File: src/rtl/board_io_ctrl.sv
// Board I/O front end: PLL-lock reset sequencer, button debounce with press interrupts,
// and synchronised slide switches.
module board_io_ctrl #(
   parameter int unsigned NUM_BTN    = 1,
   parameter int unsigned NUM_SW     = 16,
   parameter int unsigned DB_CYCLES  = 1000000,
   parameter int unsigned RST_CYCLES = 16,
   parameter string       IRQ_MODE   = "PULSE"
) (
   input  logic               clk_i,
   input  logic               arstn_i,
   input  logic               pll_locked_i,
   input  logic [NUM_BTN-1:0] btn_i,
   input  logic [NUM_SW-1:0]  sw_i,
   input  logic [NUM_BTN-1:0] irq_ack_i,
   output logic               srst_o,
   output logic [NUM_BTN-1:0] btn_o,
   output logic [NUM_BTN-1:0] irq_o,
   output logic [NUM_SW-1:0]  sw_o
);

   localparam int unsigned DbW       = $clog2(DB_CYCLES + 1);
   localparam int unsigned RstW      = $clog2(RST_CYCLES + 1);
   localparam int unsigned SyncW     = 1 + NUM_BTN + NUM_SW;
   localparam bit          LevelMode = (IRQ_MODE == "LEVEL");

   typedef enum logic [1:0] {StHold, StStretch, StRun} state_e;

   logic [SyncW-1:0]              sync1_q, sync1_d, sync2_q, sync2_d;
   state_e                        state_q, state_d;
   logic [RstW-1:0]               rcnt_q, rcnt_d;
   logic                          srst_q, srst_d;
   logic [NUM_BTN-1:0]            stable_q, stable_d;
   logic [NUM_BTN-1:0][DbW-1:0]   db_cnt_q, db_cnt_d;
   logic [NUM_BTN-1:0]            irq_q, irq_d;
   logic [NUM_BTN-1:0]            rise;

   logic               lock_s;
   logic [NUM_BTN-1:0] btn_s;

   // Packed as {lock, buttons, switches} so one pair of flops covers every async input.
   assign lock_s = sync2_q[SyncW-1];
   assign btn_s  = sync2_q[NUM_SW +: NUM_BTN];

   always_comb begin
      sync1_d = {pll_locked_i, btn_i, sw_i};
      sync2_d = sync1_q;
   end

   always_comb begin
      state_d = state_q;
      rcnt_d  = rcnt_q;
      unique case (state_q)
         StHold: begin
            if (lock_s) begin
               state_d = StStretch;
               rcnt_d  = '0;
            end
         end
         StStretch: begin
            if (rcnt_q != RstW'(RST_CYCLES)) rcnt_d = rcnt_q + RstW'(1);
            // Loss of lock takes priority over stretch completion.
            if (!lock_s) state_d = StHold;
            else if (rcnt_q == RstW'(RST_CYCLES - 1)) state_d = StRun;
         end
         StRun: begin
            if (!lock_s) state_d = StHold;
         end
         default: state_d = StHold;
      endcase
      srst_d = (state_d != StRun);
   end

   always_comb begin
      stable_d = stable_q;
      db_cnt_d = db_cnt_q;
      for (int i = 0; i < NUM_BTN; i++) begin
         if (btn_s[i] == stable_q[i]) begin
            db_cnt_d[i] = '0;
         end else if (db_cnt_q[i] == DbW'(DB_CYCLES - 1)) begin
            stable_d[i] = btn_s[i];
            db_cnt_d[i] = '0;
         end else begin
            db_cnt_d[i] = db_cnt_q[i] + DbW'(1);
         end
      end
   end

   assign rise = stable_d & ~stable_q & {NUM_BTN{~srst_q}};

   always_comb begin
      irq_d = '0;
      if (!srst_q) begin
         // A new rise wins over a coincident ack in LEVEL mode.
         irq_d = LevelMode ? (rise | (irq_q & ~irq_ack_i)) : rise;
      end
   end

   always_ff @(posedge clk_i or negedge arstn_i) begin
      if (!arstn_i) begin
         sync1_q  <= '0;
         sync2_q  <= '0;
         state_q  <= StHold;
         rcnt_q   <= '0;
         srst_q   <= 1'b1;
         stable_q <= '0;
         db_cnt_q <= '0;
         irq_q    <= '0;
      end else begin
         sync1_q  <= sync1_d;
         sync2_q  <= sync2_d;
         state_q  <= state_d;
         rcnt_q   <= rcnt_d;
         srst_q   <= srst_d;
         stable_q <= stable_d;
         db_cnt_q <= db_cnt_d;
         irq_q    <= irq_d;
      end
   end

   assign srst_o = srst_q;
   assign btn_o  = stable_q;
   assign irq_o  = irq_q & {NUM_BTN{~srst_q}};
   assign sw_o   = sync2_q[NUM_SW-1:0];

endmodule

File: config.mk
export PLATFORM = sky130hd
export DESIGN_NAME = board_io_ctrl
export DESIGN_NICKNAME = d
export VERILOG_FILES = /design/src/rtl/board_io_ctrl.sv
export SDC_FILE = /design/constraint.sdc
export NUM_CORES = 1
export LEC_CHECK = 0
export CAP_MARGIN = 20
export CORE_UTILIZATION = 45
export DETAILED_ROUTE_END_ITERATION = 10
export PLACE_DENSITY = 0.72
export REMOVE_ABC_BUFFERS = 1
export SLEW_MARGIN = 20
export SYNTH_ARGS = -nofsm -noshare
export SYNTH_HDL_FRONTEND = slang
export SYNTH_SLANG_ARGS = --single-unit
File: constraint.sdc
create_clock -name clk_i -period 2.1 [get_ports clk_i]
set_clock_uncertainty 0.15 [all_clocks]
set_input_delay 0.315 -clock clk_i [delete_from_list [all_inputs] [get_ports clk_i]]
set_output_delay 0.315 -clock clk_i [all_outputs]
set_load 0.02 [all_outputs]
## Yosys cells after proc, flatten, opt, wreduce, memory -nomap -nowiden

Index checks and enable logic that the tools add are counted.

| operators by class | value |
|---|---|
| add/subtract/negate cells | 2 |
| equality and inequality tests | 9 |
| multiplexer cells | 13 |
| bitwise logic cells | 5 |
| reduce and logical (&&, ||, !) cells | 3 |

Operators with widths:

| cell | number |
|---|---|
| 20-bit two-way mux | 2 |
| 20-bit by 1-bit adder with 20-bit output, second input constant | 1 |
| 20-bit equality test, second input constant | 1 |
| 5-bit two-way mux | 2 |
| 5-bit case mux with 2 select lines | 1 |
| 2-bit two-way mux | 4 |
| 2-bit inequality test, second input constant | 3 |
| 2-bit case mux with 3 select lines | 1 |
| 5-bit by 1-bit adder with 5-bit output, second input constant | 1 |
| 5-bit by 4-bit equality test with 1-bit output, second input constant | 1 |
| 5-bit inequality test, second input constant | 1 |
| 1-bit AND | 3 |
| 1-bit two-way mux | 3 |
| 3-bit AND reduction | 1 |
| 2-bit by 1-bit equality test with 1-bit output, second input constant | 1 |
| 2-bit equality test, second input constant | 1 |
| 2-bit logical NOT | 1 |
| 1-bit NOT | 2 |
| 2-bit nonzero test | 1 |
| 1-bit equality test | 1 |

| word-level totals | value |
|---|---|
| register bits after elaboration | 66 |
| input bits | 21 |
| word-level logic and storage cells | 40 |

## Logic depth before layout (Yosys ltp)

| logic depth | value |
|---|---|
| depth in word-level cells | 6 |
| depth in mapped cells | 6 |
| depth with buffers taken out | 6 |

## Least setup slack after synthesis

Ideal clock, no wire load.

| timing | value |
|---|---|
| kind | reg2reg |
| start point | register db_cnt_q[0] in the netlist's numbering |
| end point | register db_cnt_q[18] in the netlist's numbering |
| library setup time | 0.126 ns |
| data arrival time | 1.637 ns |
| setup slack | 0.187 ns |
| cell stages (with the launch flop) | 6 |
| clock period less this slack | 1.913 ns |
| cells stage by stage | dfrtp_1 ha_1 nand4_1 or4_2 o21ai_0 a21oi_1 |

RTL lines:

| item | RTL line | source |
|---|---|---|
| start, declared | 34 | `logic [NUM_BTN-1:0][DbW-1:0] db_cnt_q, db_cnt_d;` |
| start signal, assigned | 116 | `db_cnt_q <= db_cnt_d;` |

==> reports/metrics.cfg <==
[status]
status=finished clean

[worst_setup_path]
critical-path-max-stage-delay_ns=0.70
slowest_cp_cell=or4_2
endpoint_kind=flip-flop
criticalPathCategory=flip-flop to flip-flop
timing.critical_path.cells=ha_1 -> nand4_1 -> or4_2 -> o21ai_0 -> a21oi_1
highest_net_fanout_along_the_worst_path=4
worst-endpoint-required_ns=2.17
crit_arrival_ns=2.06
critical_path.startpoint_type=flip-flop

[routing]
drt-wirelength-per-cell_um=12.1
remaining_drc_errors=0
drt_pre_antenna_iters=4
dr_total_vias=1616
first_iter_violations=114
postRouteAntennaNets=0
route.final.wire_length_mm=3.92
drt-vias-per-instance=4.99

[floorplanning]
num_rows=27
die_x_um=77.3
chipHeight_um=77.3
core_area_um2=5470
top_level_ports=40
floorplan.die_area_um2=5980
initial_utilization_pct=46.6

[placed_design]
numPortBuffers=38
detailed_place.area_um2=2960
gp_congestion=0.782
preCtsSetupSlack_ns=0.108
dp_hpwl_mm=2.77

[synth]
synth.distinct_cells=34
synth_area_in_adders_pct=1.96
largest_area_contributor_in_the_netlist=dfrtp_1
dominant_cells_by_area_after_synthesis=dfrtp_1 64%, buf_4 4.7%, xnor2_1 3.8%
synth-xor-area-share_pct=5.15
seq_area_frac_synth_pct=64.8
yosys.area_share.simple_pct=16.1
synth_top_cell_area_share_pct=63.7
post_synth_instance_area_um2=2550
synthCells=208
fraction_of_registers_with_async_set_or_reset_after_synthesis_pct=100
synth_top_family_by_area=simple AND/OR/NAND/NOR gates
synth-edff-count=0
area_fraction_in_compound_gates_after_synthesis_pct=4.41
ys_seq_elements=66
syn_avg_cell_area_um2=12.3
synth_ff_type=dfrtp_1
muxShareOfSynthArea_pct=0.882
ys.warnings.count=0

[layout]
antenna_cells_inserted=0
flow.area_growth_from_synthesis_pct=23.9
final_net_count=272
multi_input_gate_area_in_the_final_layout_um2=733
final_cell_area_um2=3160
fillers=475
final_util_pct=57.8
share_of_final_layout_standard_cells_stronger_than_drive_strength_1_pct=13.9
ff_latch_area_um2=1650

[sta]
maxClockFrequency_ghz=0.503
rsz0062_at_grt=false
whs_ns=0.194
final.setup.tns_ns=0
post-route-period-util_pct=94.8
tightest_slew_ns=0.557
min_period_ns=1.99
hold_viol=0
report.final.slew_viol_count=0
postLayoutSetupSlackWorst_ns=0.110
timing.slew.headroom_pct=62.5
report.final.setup_viol=0

[global_route]
track_usage_pct=15.3
antenna_found_initial=0
grt_first_pass_wirelength_mm=6.97
via_count_of_the_first_global_routing_pass=1579
grt_overflow_total=0
pin_count_of_the_biggest_net_entering_global_routing=26

[pwr]
power-per-cell-area_nw_per_um2=795
cellLeakagePower_uw=0.00136
vdd.ir_drop.worst_v=0.000595

[run]
drv.max_cap_violation_count=0

[clock_tree]
clock_latency_ns=0.33
cts_made_buffers=9
ctsRootBufferMaster=clkbuf_8
clk_pin_slew_worst_paths_ns=0.07
cts_tree=yes
ctsLongestPathBuffers=2
clock_sinks=66
htree_levels=3
cts_resized=0

[worst_hold_path]
hold_path.class=flip-flop to flip-flop

-- what timing repair did --
| action | in CTS | in global routing |
|---|---|---|
| setup buffers | 0 | 0 |
| hold buffers | 1 | 0 |
| endpoints found under the hold margin | 17 | 0 |
-- synthesized netlist by cell type, drive strengths merged (2+ instances only) --
| library cell | n |
|---|---|
| dfrtp | 65 |
| xnor2 | 11 |
| nor2b | 3 |
| nor3 | 7 |
| a22o | 4 |
| or4 | 2 |
| nor4 | 4 |
| nand2 | 12 |
| xor2 | 4 |
| mux2 | 2 |
| inv | 10 |
| ha | 4 |
| a21oi | 4 |
| nand4 | 5 |
| or3 | 2 |
| buf | 18 |
| and3 | 4 |
| nand3 | 9 |
| nor4b | 2 |
| o21ai | 7 |
| nor2 | 20 |
-- cells in the final DEF, fill, tap and decap left out, drive strengths merged, types with 5 or more instances in the layout --
| master | Yosys | routed |
|---|---|---|
| dfrtp | 65 | 65 |
| clkdlybuf4s50 | 0 | 37 |
| nor2 | 20 | 20 |
| clkbuf | 1 | 13 |
| nand2 | 12 | 12 |
| xnor2 | 11 | 11 |
| inv | 10 | 11 |
| nand3 | 9 | 9 |
| buf | 18 | 9 |
| o21ai | 7 | 7 |
| nor3 | 7 | 7 |
| nand4 | 5 | 5 |
-- metrics by stage --
step | total power, µW | std cells
CTS | 2560 | 324
global placement | 1560 | 307
finish | 2520 | 324
detailed placement | 1560 | 307
floorplan | 1450 | 189
global route | 2620 | 324
-- path summary, 6_finish.rpt --
check / slack, ns / from / endpoint / cells after the start
max: 0.11 / db_cnt_q[0] / db_cnt_q[18] / 5
min: 0.19 / sync1_q[16] / sync2_q[16] / 0
max reg2reg: 0.11 / db_cnt_q[0] / db_cnt_q[18] / 5
min reg2reg: 0.19 / sync1_q[16] / sync2_q[16] / 0
max in group asynchronous: 0.91 / arstn_i / sync2_q[1] / 3
min in group asynchronous: 0.33 / arstn_i / sync1_q[13] / 2
-- layout make-up --
class | instances | share of cell area [%]
well taps | 72 | 2.85
multi-input cells | 113 | 23.2
flip-flops and latches | 66 | 52.3
repair buffers | 47 | 14.5
clock inverters | 3 | 0.673
inverters | 10 | 1.19
clock buffers | 13 | 5.34
-- sequential cells by signal (all words and copies together), names as in the netlist --
signal    flops
btn_o         1
rcnt_q        5
sync2_q      18
srst_o        1
db_cnt_q     20
irq_q         1
state_q       2
sync1_q      18
-- cells by family after synthesis --
family	Yosys count
AO/OA/AOI/OAI	17
XOR/XNOR	15
adder cells (fa/ha/maj)	4
buffers and inverters	29
flip-flops	66
multiplexers	2
AND/OR/NAND/NOR	75
-- worst max-delay path: cells and delay by family (launching register included) --
kind / cells / cell delay, ns
simple gates: 2 / 0.84
flops: 1 / 0.38
compound gates: 2 / 0.26
fa+ha+maj: 1 / 0.25
-- routing by layer --
layer  global-route usage, %  share of wire, %  up-vias
met5                       0                 0        -
met1                    18.5                45      802
met2                    23.4                48       36
li1                        -                 -      768
met4                    10.0               2.1        0
met3                    5.24               5.0       10
-- where the power goes --
group	switching, µW	internal, µW	leakage, µW	total [µW]
Sequential	32.9	1320	0.000827	1360
Clock	449	528	0.0000960	977
Combinational	83.9	97.4	0.000438	181
(Power assumes the default switching activity.)
==> RTL edit (same settings) <==
Register the input `sw_i` before use, without a reset. The logic sees it one clock later. The other inputs are not delayed to match.
--- a/src/rtl/board_io_ctrl.sv
+++ b/src/rtl/board_io_ctrl.sv
@@ -26,6 +26,12 @@
 
    typedef enum logic [1:0] {StHold, StStretch, StRun} state_e;
 
+   logic [NUM_SW-1:0] sw_q;
+
+   always_ff @(posedge clk_i) begin
+      sw_q <= sw_i;
+   end
+
    logic [SyncW-1:0]              sync1_q, sync1_d, sync2_q, sync2_d;
    state_e                        state_q, state_d;
    logic [RstW-1:0]               rcnt_q, rcnt_d;
@@ -43,7 +49,7 @@
    assign btn_s  = sync2_q[NUM_SW +: NUM_BTN];
 
    always_comb begin
-      sync1_d = {pll_locked_i, btn_i, sw_i};
+      sync1_d = {pll_locked_i, btn_i, sw_q};
       sync2_d = sync1_q;
    end
 
Formal check against the unedited RTL: not equivalent (a bounded check fails within 4 cycles, from zero or initial values and one cycle with arstn_i low).
==> RTL edit against the original RTL <==
  * Sequential cell count rose by 16
  * Synthesized area rose by 14%
  * Global-route usage rose by 0.51 points
  * Worst setup slack improved by 34 ps
  * Total power rose by 19%
  * Critical path type unchanged
  * Routed wire length rose by 14%
  * Critical endpoint unchanged
  * Final area rose by 11%
==> RTL edit: results (changes against the original RTL) <==
- Run status: completed
- Layout cells sized above 1: 12.4% (-1.5 points)
- Slew margin rel.: 58.4% (-4.1 points)
- GRT Util Overall: 15.9% (+0.51 points)
- Fmax: 511 MHz (+1.7%)
- Final Hold Slack: 180 ps (-14.5 ps)
- R2r setup slk: 140 ps (+30 ps)
- Pleak: 1.54 nW (+13%)
- Wire per inst: 13.1 um (+8.0%)
- Routed vias: 1670 (+3.3%)
- Largest registers: db_cnt_q x20, sync1_q x18, sync2_q x18
- Met2 wire len: 2100 um (+12%)
- Synth area leaders: dfrtp_1 56%, dfxtp_1 11%, buf_4 4.4%
- Fillers: 526 (+11%)
- Register area share after synthesis: 67.9% (+3.2 points)
- Setup slack after placement: 163 ps (+54.6 ps)
- Mapped Cells: 225 (+8.2%)
- Final Net Count: 286 (+5.1%)
- Hold/Removal Path Class: reg -> reg
- Most instantiated cells after synthesis: 65 x dfrtp_1, 23 x nor2_1, 17 x buf_4
- DP HPWL: 3150 um (+14%)
- Placement-stage cell area: 0.00329 mm2 (+11%)
- Crit-path max FO: 5 (+1)
- Largest net degree at the start of global routing: 29 (+12%)
- FFs w/ async S/R, synth: 80.5% (-20 points)
- Vias per Instance: 4.90 (-1.8%)
- Antenna diodes: 0 (unchanged)
- Peak VDD IR: 0.645 mV (+8.4%)
- Yosys cell types: 38 (+12%)
- Met3 WL: 240 um (+23%)
- Vias in the first global route: 1753 (+11%)
- Critical path's slowest cell: or4_1
- Placer Congestion: 0.825 (+5.4%)
- Net Sw Frac: 23.0% (+0.50 points)
- First-pass GRT wire length: 7720 um (+11%)
- Crit path largest cell delay: 470 ps (-230 ps)
- Met1 WL: 2030 um (+15%)
- 1st-iter DRT viols: 79 (-31%)
- Cts repair resizes: 0 (unchanged)
- Inst Count DP: 324 (+5.5%)
-- RTL edit: power by group through the flow --
stage,registers (mW),logic [mW],clock network (mW)
finish,1.68,0.184,1.13
global route,1.69,0.205,1.24
CTS,1.68,0.189,1.17
detailed placement,1.71,0.187,0
global placement,1.71,0.182,0
floorplan,1.72,0.0516,0
-- RTL edit: worst paths after layout --
path	startpoint	to	cells past startpoint
min in group asynchronous	arstn_i	sync1_q[13]	2
max reg2reg	db_cnt_q[0]	db_cnt_q[18]	5
max in group asynchronous	arstn_i	db_cnt_q[9]	3
min	sw_q[12]	sync1_q[12]	0
min reg2reg	sw_q[12]	sync1_q[12]	0
max	db_cnt_q[0]	db_cnt_q[18]	5
-- RTL edit: layout make-up --
type                       count  area, um2  share of cell area, %
multi-input combinational    117        768                   21.9
clock inverter                 6       72.6                   2.07
inverter                       6       22.5                  0.643
sequential                    82       1970                   56.4
timing repair buffer          45        443                   12.7
tap                           75       93.8                   2.68
clock buffer                  10        128                   3.65
-- RTL edit: metal layers --
metal / vias up / track usage [%]
met5: - / 0
met4: 0 / 7.89
met3: 9 / 4.95
met2: 39 / 25.5
met1: 804 / 19.3
li1: 818 / -
-- RTL edit: cells by family (layout without fill, tap and decap cells) --
kind of cell / Yosys count / in the layout / share of synthesized area (%)
AOI/OAI and AO/OA: 17 / 17 / 3.88
xor gates and xnor gates: 15 / 15 / 4.52
adders and majority gates: 4 / 4 / 1.72
buffers and inverters: 26 / 67 / 5.60
DFF: 82 / 82 / 67.9
muxes: 3 / 3 / 1.12
and+or+nand+nor: 78 / 78 / 15.2
-- RTL edit: timing repair --
item | CTS | global route
buffers inserted | 0 | 0
hold buffers | 1 | 0
hold endpoints to repair | 25 | 0
